[src/rtl/conv_window_scheduler_pkg.sv]
// rtl/conv_window_scheduler_pkg.sv - state encoding and dimension helpers for the convolution sequencer
package conv_window_scheduler_pkg;

  typedef enum logic [2:0] {
    IDLE    = 3'd0,
    FETCH   = 3'd1,
    COMPUTE = 3'd2,
    EMIT    = 3'd3,
    DONE    = 3'd4
  } state_t;

  // Counter/index width; never below one bit so single-entry dimensions still have a port.
  function automatic int cw(input int n);
    return (n > 1) ? $clog2(n) : 1;
  endfunction

  function automatic int out_dim(input int in_dim, input int filt, input int stride);
    return (in_dim - filt) / stride + 1;
  endfunction

endpackage

[src/rtl/conv_pos_counter.sv]
// rtl/conv_pos_counter.sv - nested channel/column/row position counter, channel fastest
module conv_pos_counter
  import conv_window_scheduler_pkg::*;
#(
  parameter int ROWS  = 4,
  parameter int COLS  = 4,
  parameter int CHANS = 2,
  localparam int RW   = cw(ROWS),
  localparam int CLW  = cw(COLS),
  localparam int CHW  = cw(CHANS)
) (
  input  logic           clk,
  input  logic           rst_n,
  input  logic           clr,
  input  logic           inc,
  output logic [RW-1:0]  row,
  output logic [CLW-1:0] col,
  output logic [CHW-1:0] ch,
  output logic           ch_last,
  output logic           col_last,
  output logic           pass_last
);

  logic row_last;

  assign ch_last   = (ch == CHW'(CHANS - 1));
  assign col_last  = (col == CLW'(COLS - 1));
  assign row_last  = (row == RW'(ROWS - 1));
  assign pass_last = ch_last && col_last && row_last;

  always_ff @(posedge clk or negedge rst_n) begin
    if (!rst_n) begin
      row <= '0;
      col <= '0;
      ch  <= '0;
    end else if (clr) begin
      row <= '0;
      col <= '0;
      ch  <= '0;
    end else if (inc) begin
      if (!ch_last) begin
        ch <= ch + 1'b1;
      end else begin
        ch <= '0;
        if (!col_last) begin
          col <= col + 1'b1;
        end else begin
          col <= '0;
          row <= row_last ? '0 : row + 1'b1;
        end
      end
    end
  end

endmodule

[src/rtl/conv_window_scheduler.sv]
// rtl/conv_window_scheduler.sv - window fetch / kernel result sequencer; CONV_RELU_EN clamps negative results to zero
module conv_window_scheduler
  import conv_window_scheduler_pkg::*;
#(
  parameter int  BITWIDTH     = 8,
  parameter int  IN_HEIGHT    = 32,
  parameter int  IN_WIDTH     = 32,
  parameter int  FILTERHEIGHT = 5,
  parameter int  FILTERWIDTH  = 5,
  parameter int  OUTCHANNEL   = 6,
  parameter int  STRIDE       = 1,
  localparam int OUT_H        = out_dim(IN_HEIGHT, FILTERHEIGHT, STRIDE),
  localparam int OUT_W        = out_dim(IN_WIDTH, FILTERWIDTH, STRIDE),
  localparam int IRW          = cw(IN_HEIGHT),
  localparam int ICW          = cw(IN_WIDTH),
  localparam int CHW          = cw(OUTCHANNEL),
  localparam int ORW          = cw(OUT_H),
  localparam int OCW          = cw(OUT_W),
  localparam int DW           = 2 * BITWIDTH
) (
  input  logic                 clk,
  input  logic                 rst_n,
  input  logic                 start,
  output logic                 busy,
  output logic                 done,
  output logic                 win_req,
  output logic [IRW-1:0]       win_row,
  output logic [ICW-1:0]       win_col,
  input  logic                 win_ack,
  output logic [CHW-1:0]       w_sel,
  input  logic signed [DW-1:0] kernel_result,
  output logic                 out_valid,
  input  logic                 out_ready,
  output logic signed [DW-1:0] out_data,
  output logic [ORW-1:0]       out_row,
  output logic [OCW-1:0]       out_col,
  output logic [CHW-1:0]       out_ch
);

  localparam logic [IRW-1:0] ROW_STEP = IRW'(STRIDE);
  localparam logic [ICW-1:0] COL_STEP = ICW'(STRIDE);

  state_t state, state_nxt;

  logic           cnt_clr;
  logic           cnt_inc;
  logic           capture;
  logic [ORW-1:0] row;
  logic [OCW-1:0] col;
  logic [CHW-1:0] ch;
  logic           ch_last;
  logic           col_last;
  logic           pass_last;

  logic signed [DW-1:0] result_d;

  conv_pos_counter #(
    .ROWS  (OUT_H),
    .COLS  (OUT_W),
    .CHANS (OUTCHANNEL)
  ) u_pos (
    .clk       (clk),
    .rst_n     (rst_n),
    .clr       (cnt_clr),
    .inc       (cnt_inc),
    .row       (row),
    .col       (col),
    .ch        (ch),
    .ch_last   (ch_last),
    .col_last  (col_last),
    .pass_last (pass_last)
  );

  always_ff @(posedge clk or negedge rst_n) begin
    if (!rst_n) begin
      state <= IDLE;
    end else begin
      state <= state_nxt;
    end
  end

  always_comb begin
    state_nxt = state;
    cnt_clr   = 1'b0;
    cnt_inc   = 1'b0;
    capture   = 1'b0;
    case (state)
      IDLE: begin
        if (start) begin
          cnt_clr   = 1'b1;
          state_nxt = FETCH;
        end
      end
      FETCH: begin
        if (win_ack) begin
          state_nxt = COMPUTE;
        end
      end
      COMPUTE: begin
        capture   = 1'b1;
        state_nxt = EMIT;
      end
      EMIT: begin
        if (out_ready) begin
          if (pass_last) begin
            state_nxt = DONE;
          end else begin
            // Remaining channels reuse the window already on the kernel bus.
            cnt_inc   = 1'b1;
            state_nxt = ch_last ? FETCH : COMPUTE;
          end
        end
      end
      DONE: begin
        cnt_clr   = 1'b1;
        state_nxt = IDLE;
      end
      default: state_nxt = IDLE;
    endcase
  end

  assign busy      = (state == FETCH) || (state == COMPUTE) || (state == EMIT);
  assign win_req   = (state == FETCH);
  assign out_valid = (state == EMIT);
  assign done      = (state == DONE);
  assign w_sel     = ch;

  // Window origin steps alongside the position counter so no multiplier is needed.
  always_ff @(posedge clk or negedge rst_n) begin
    if (!rst_n) begin
      win_row <= '0;
      win_col <= '0;
    end else if (cnt_clr) begin
      win_row <= '0;
      win_col <= '0;
    end else if (cnt_inc && ch_last) begin
      if (col_last) begin
        win_col <= '0;
        win_row <= win_row + ROW_STEP;
      end else begin
        win_col <= win_col + COL_STEP;
      end
    end
  end

`ifdef CONV_RELU_EN
  assign result_d = kernel_result[DW-1] ? '0 : kernel_result;
`else
  assign result_d = kernel_result;
`endif

  always_ff @(posedge clk or negedge rst_n) begin
    if (!rst_n) begin
      out_data <= '0;
      out_row  <= '0;
      out_col  <= '0;
      out_ch   <= '0;
    end else if (capture) begin
      out_data <= result_d;
      out_row  <= row;
      out_col  <= col;
      out_ch   <= ch;
    end
  end

endmodule

[config.mk]
export PLATFORM = sky130hd
export DESIGN_NAME = conv_window_scheduler
export DESIGN_NICKNAME = d
export VERILOG_FILES = /design/src/rtl/conv_window_scheduler_pkg.sv /design/src/rtl/conv_pos_counter.sv /design/src/rtl/conv_window_scheduler.sv
export SDC_FILE = /design/constraint.sdc
export NUM_CORES = 1
export LEC_CHECK = 0
export ABC_CLOCK_PERIOD_IN_PS = 2100
export BUFFER_PORTS_ARGS = -buffer_cell sky130_fd_sc_hd__buf_2
export CORE_ASPECT_RATIO = 0.8
export CORE_UTILIZATION = 50
export CTS_CLUSTER_DIAMETER = 200
export DETAILED_ROUTE_END_ITERATION = 10
export GPL_ROUTABILITY_DRIVEN = 0
export PLACE_DENSITY_LB_ADDON = 0.3
export SLEW_MARGIN = 0
export SYNTH_ARGS = -nofsm -noshare
export SYNTH_HDL_FRONTEND = slang
export SYNTH_SLANG_ARGS = --single-unit
[constraint.sdc]
create_clock -name clk -period 2.1 [get_ports clk]
set_clock_uncertainty 0.2 [all_clocks]
set_input_delay 0.63 -clock clk [delete_from_list [all_inputs] [get_ports clk]]
set_output_delay 0.63 -clock clk [all_outputs]
set_load 0.005 [all_outputs]
==> results_dict.tcl <==
set metrics [dict create \
    outcome "completed" \
    grt_pass1_vias 1784 \
    final_min_period_over_clock_period 0.9552 \
    hold_crit_path_type "input port to async pin" \
    grt_start_max_net_pins 22 \
    final.setup.tns_ps 0 \
    regToRegEndpoint "u_pos.col[3]$_DFFE_PN0P_" \
    final_hpwl_from_detailed_placement_mm 3.828 \
    reg2reg_setup_slack_ps 130 \
    p_sw_mw 1.053 \
    seq_power_share 0.446 \
    edff_count_synth 0 \
    synth_flop_cell "sky130_fd_sc_hd__dfrtp_1" \
    placeableCoreArea_mm2 0.004707 \
    final_common_cell "sky130_fd_sc_hd__buf_2" \
    area_growth_syn_to_layout_pct 25.65 \
    timing.rr.start "u_pos.ch[1]$_DFFE_PN0P_" \
    final-max-slew-violation-count 0 \
    initialDrtViolationCount 58 \
    placement.io_buffers 66 \
    cts_hold_buf 0 \
    worst_slew_pin_slew_ps 460.7 \
    detail_route.wl_per_cell_um 14.89 \
    swShare 0.3064 \
    achievable-frequency_mhz 498.5 \
    post-layout-total-power_mw 3.436 \
    count_of_yosys_warnings_during_synthesis 0 \
    cts_max_level 2 \
    synth-async-reset-ratio 1.000 \
    clock_tree.root_cell "sky130_fd_sc_hd__clkbuf_8" \
    post_dp_cell_area_mm2 0.003010 \
    via_count 1870 \
    fill_cell_total_of_the_finished_layout 373 \
    period_minus_slack_ps 2006 \
    p_int_mw 2.383 \
    power.share.combinational 0.374 \
    post_synth_net_total 223 \
    grtUsageTotal 0.2120 \
    yosys_reg_bits 55 \
    final-hold-violation-count 0 \
    firstDrtPassIters 4 \
    viasPerCell 5.436 \
    clock_tree.buffer_depth 2 \
    count_of_unique_library_cells_instantiated_by_yosys 41 \
    post_layout_instance_area_mm2 0.003163 \
    number_of_failing_setup_endpoints_in_the_final_timing_report 0 \
    worst_slew_margin_rel 0.6929 \
    syn_area_per_cell_um2 12.71 \
    synth.top_cell.area_share 0.5467 \
    clockPowerShare 0.180 \
    worstSetupPathType "flip-flop to primary output" \
    drc 0 \
    data_required_time_of_the_critical_path_ps 1270 \
    first_pass_grt_wire_length_mm 8.418 \
    die_h_um 65.47 \
    initial_utilization 0.5348 \
    synth.top_cells.by_area "sky130_fd_sc_hd__dfrtp_1, sky130_fd_sc_hd__mux2_2, sky130_fd_sc_hd__nor2_1, sky130_fd_sc_hd__ha_1, sky130_fd_sc_hd__nand3_1" \
    clkLatencyLatePin_ps 300 \
    path_clk_slew_ps 90 \
    drt-total-wl_mm 5.122 \
    critical_path.max_fanout 4 \
    die_area_mm2 0.005324 \
    whs_ps 67.89 \
    global_route.overflow_total 0 \
    synthDominantAreaCellType "sky130_fd_sc_hd__dfrtp_1" \
    num_rows 22 \
    layout.core_utilization 0.6720 \
    initial_antenna_violation_count 0 \
    worst_setup_path_start_kind "flip-flop" \
    rr_worst_depth 4 \
    max-vdd-ir-drop_mv 0.7665 \
    drv.max_cap_violation_count 0 \
    commonest_cells_after_routing_fill_and_taps_aside "sky130_fd_sc_hd__buf_2, sky130_fd_sc_hd__dfrtp_1, sky130_fd_sc_hd__mux2_2" \
    drive_gt1_frac 0.4894 \
    leakagePower_nw 1.573 \
    cts_buffers 5 \
    worst_ep_arrival_time_ps 1180 \
    cts_tree "yes" \
    synth-seq-area-share 0.5467 \
    cts_num_sinks 55 \
    num_antenna_cells 0 \
    setup_repair_after_global_routing_missed_its_margin "no" \
    floorplan.io_pins 67 \
    postRouteAntennaNets 0 \
    chipWidth_um 81.33 \
    cellPowerDensity_mw_per_mm2 1086 \
    final_net_count 308 \
    synth_area_mm2 0.002517 \
    cell_count_after_synthesis 198 \
    setup_crit_end_kind "primary output" \
]
[cell type report]
type                            count  area (µm²)  share of cell area
Sequential cell                    55        1379              0.4359
Multi-Input combinational cell    130        1076              0.3402
Timing Repair Buffer               89       525.5              0.1661
Clock buffer                        8       100.1             0.03165
Tap cell                           60       75.07             0.02373
Inverter                            2       7.507            0.002373
[cell usage after synthesis, types with 3 or more instances]
master                    count
sky130_fd_sc_hd__a21oi_1      7
sky130_fd_sc_hd__or3_1        3
sky130_fd_sc_hd__buf_6        3
sky130_fd_sc_hd__xor2_1       4
sky130_fd_sc_hd__buf_2        5
sky130_fd_sc_hd__nand3_1     10
sky130_fd_sc_hd__mux2_2      33
sky130_fd_sc_hd__o21ai_0      3
sky130_fd_sc_hd__nor2_1      16
sky130_fd_sc_hd__xnor2_1      5
sky130_fd_sc_hd__ha_1         4
sky130_fd_sc_hd__a22o_1       4
sky130_fd_sc_hd__and4b_1      3
sky130_fd_sc_hd__nand2_1      6
sky130_fd_sc_hd__nor3_1       3
sky130_fd_sc_hd__dfrtp_1     55
[critical path: stages (launching register included)]
cell and delay [ps]:
sky130_fd_sc_hd__dfrtp_2 450, sky130_fd_sc_hd__buf_4 160, sky130_fd_sc_hd__and3b_1 160, sky130_fd_sc_hd__buf_2 120
[through the flow]
stage | instances | setup WS (ps)
after floorplan | 198 | 196.5
after global placement | 331 | -82.24
after detailed placement | 331 | -154.8
after CTS | 339 | 1.201
after global routing | 344 | 5.488
final | 344 | 94.14
[flip-flops by register name, indices dropped and copies added (netlist names)]
signal and count:
out_ch 3, out_col 5, out_data 16, out_row 5, state 3, u_pos.ch 3
u_pos.col 5, u_pos.row 5, win_col 5, win_row 5
[power groups by stage]
stage,sequential [mW],clock [mW],combinational [mW]
global route,1.58,0.685,1.41
CTS,1.55,0.638,1.24
floorplan,1.56,0,0.714
finish,1.53,0.618,1.28
detailed placement,1.57,0,1.23
global placement,1.55,0,1.20
[cells by family after synthesis]
family                   count (synthesis)  synth area share
AO/OA/AOI/OAI                           23           0.06759
XOR/XNOR                                 9           0.03131
adder cells (fa/ha/maj)                  4           0.01988
buffers and inverters                   13           0.03379
flip-flops                              55            0.5467
multiplexers                            35            0.1556
AND/OR/NAND/NOR                         59            0.1451
[repair_timing]
action                     in CTS  in global routing
resized for setup               3                  3
pin swaps                       0                  0
buffers inserted                0                  5
setup endpoints to repair       8                 12
[metal layers]
metal	vias up	global-route usage	share of wire
li1	893	-	-
met1	923	0.2980	0.49
met2	52	0.3333	0.46
met3	2	0.04722	0.042
met4	0	0.04911	0.0025
met5	-	0	0
[worst max path at each step]
| stage | slack, ps | startpoint | endpoint | cells past startpoint |
|---|---|---|---|---|
| after floorplan | 200 | out_ready | win_row[4]$_DFFE_PN0P_ | 5 |
| after CTS | 1 | state[0]$_DFFE_PN0P_ | win_req | 3 |
| after detailed placement | -150 | start | u_pos.col[0]$_DFFE_PN0P_ | 5 |
| after global placement | -80 | start | win_col[0]$_DFFE_PN0P_ | 5 |
| after global routing | 5 | state[0]$_DFFE_PN0P_ | win_req | 3 |
| final | 90 | state[0]$_DFFE_PN0P_ | out_valid | 3 |
No activity file was read; power rests on OpenSTA's default activity.
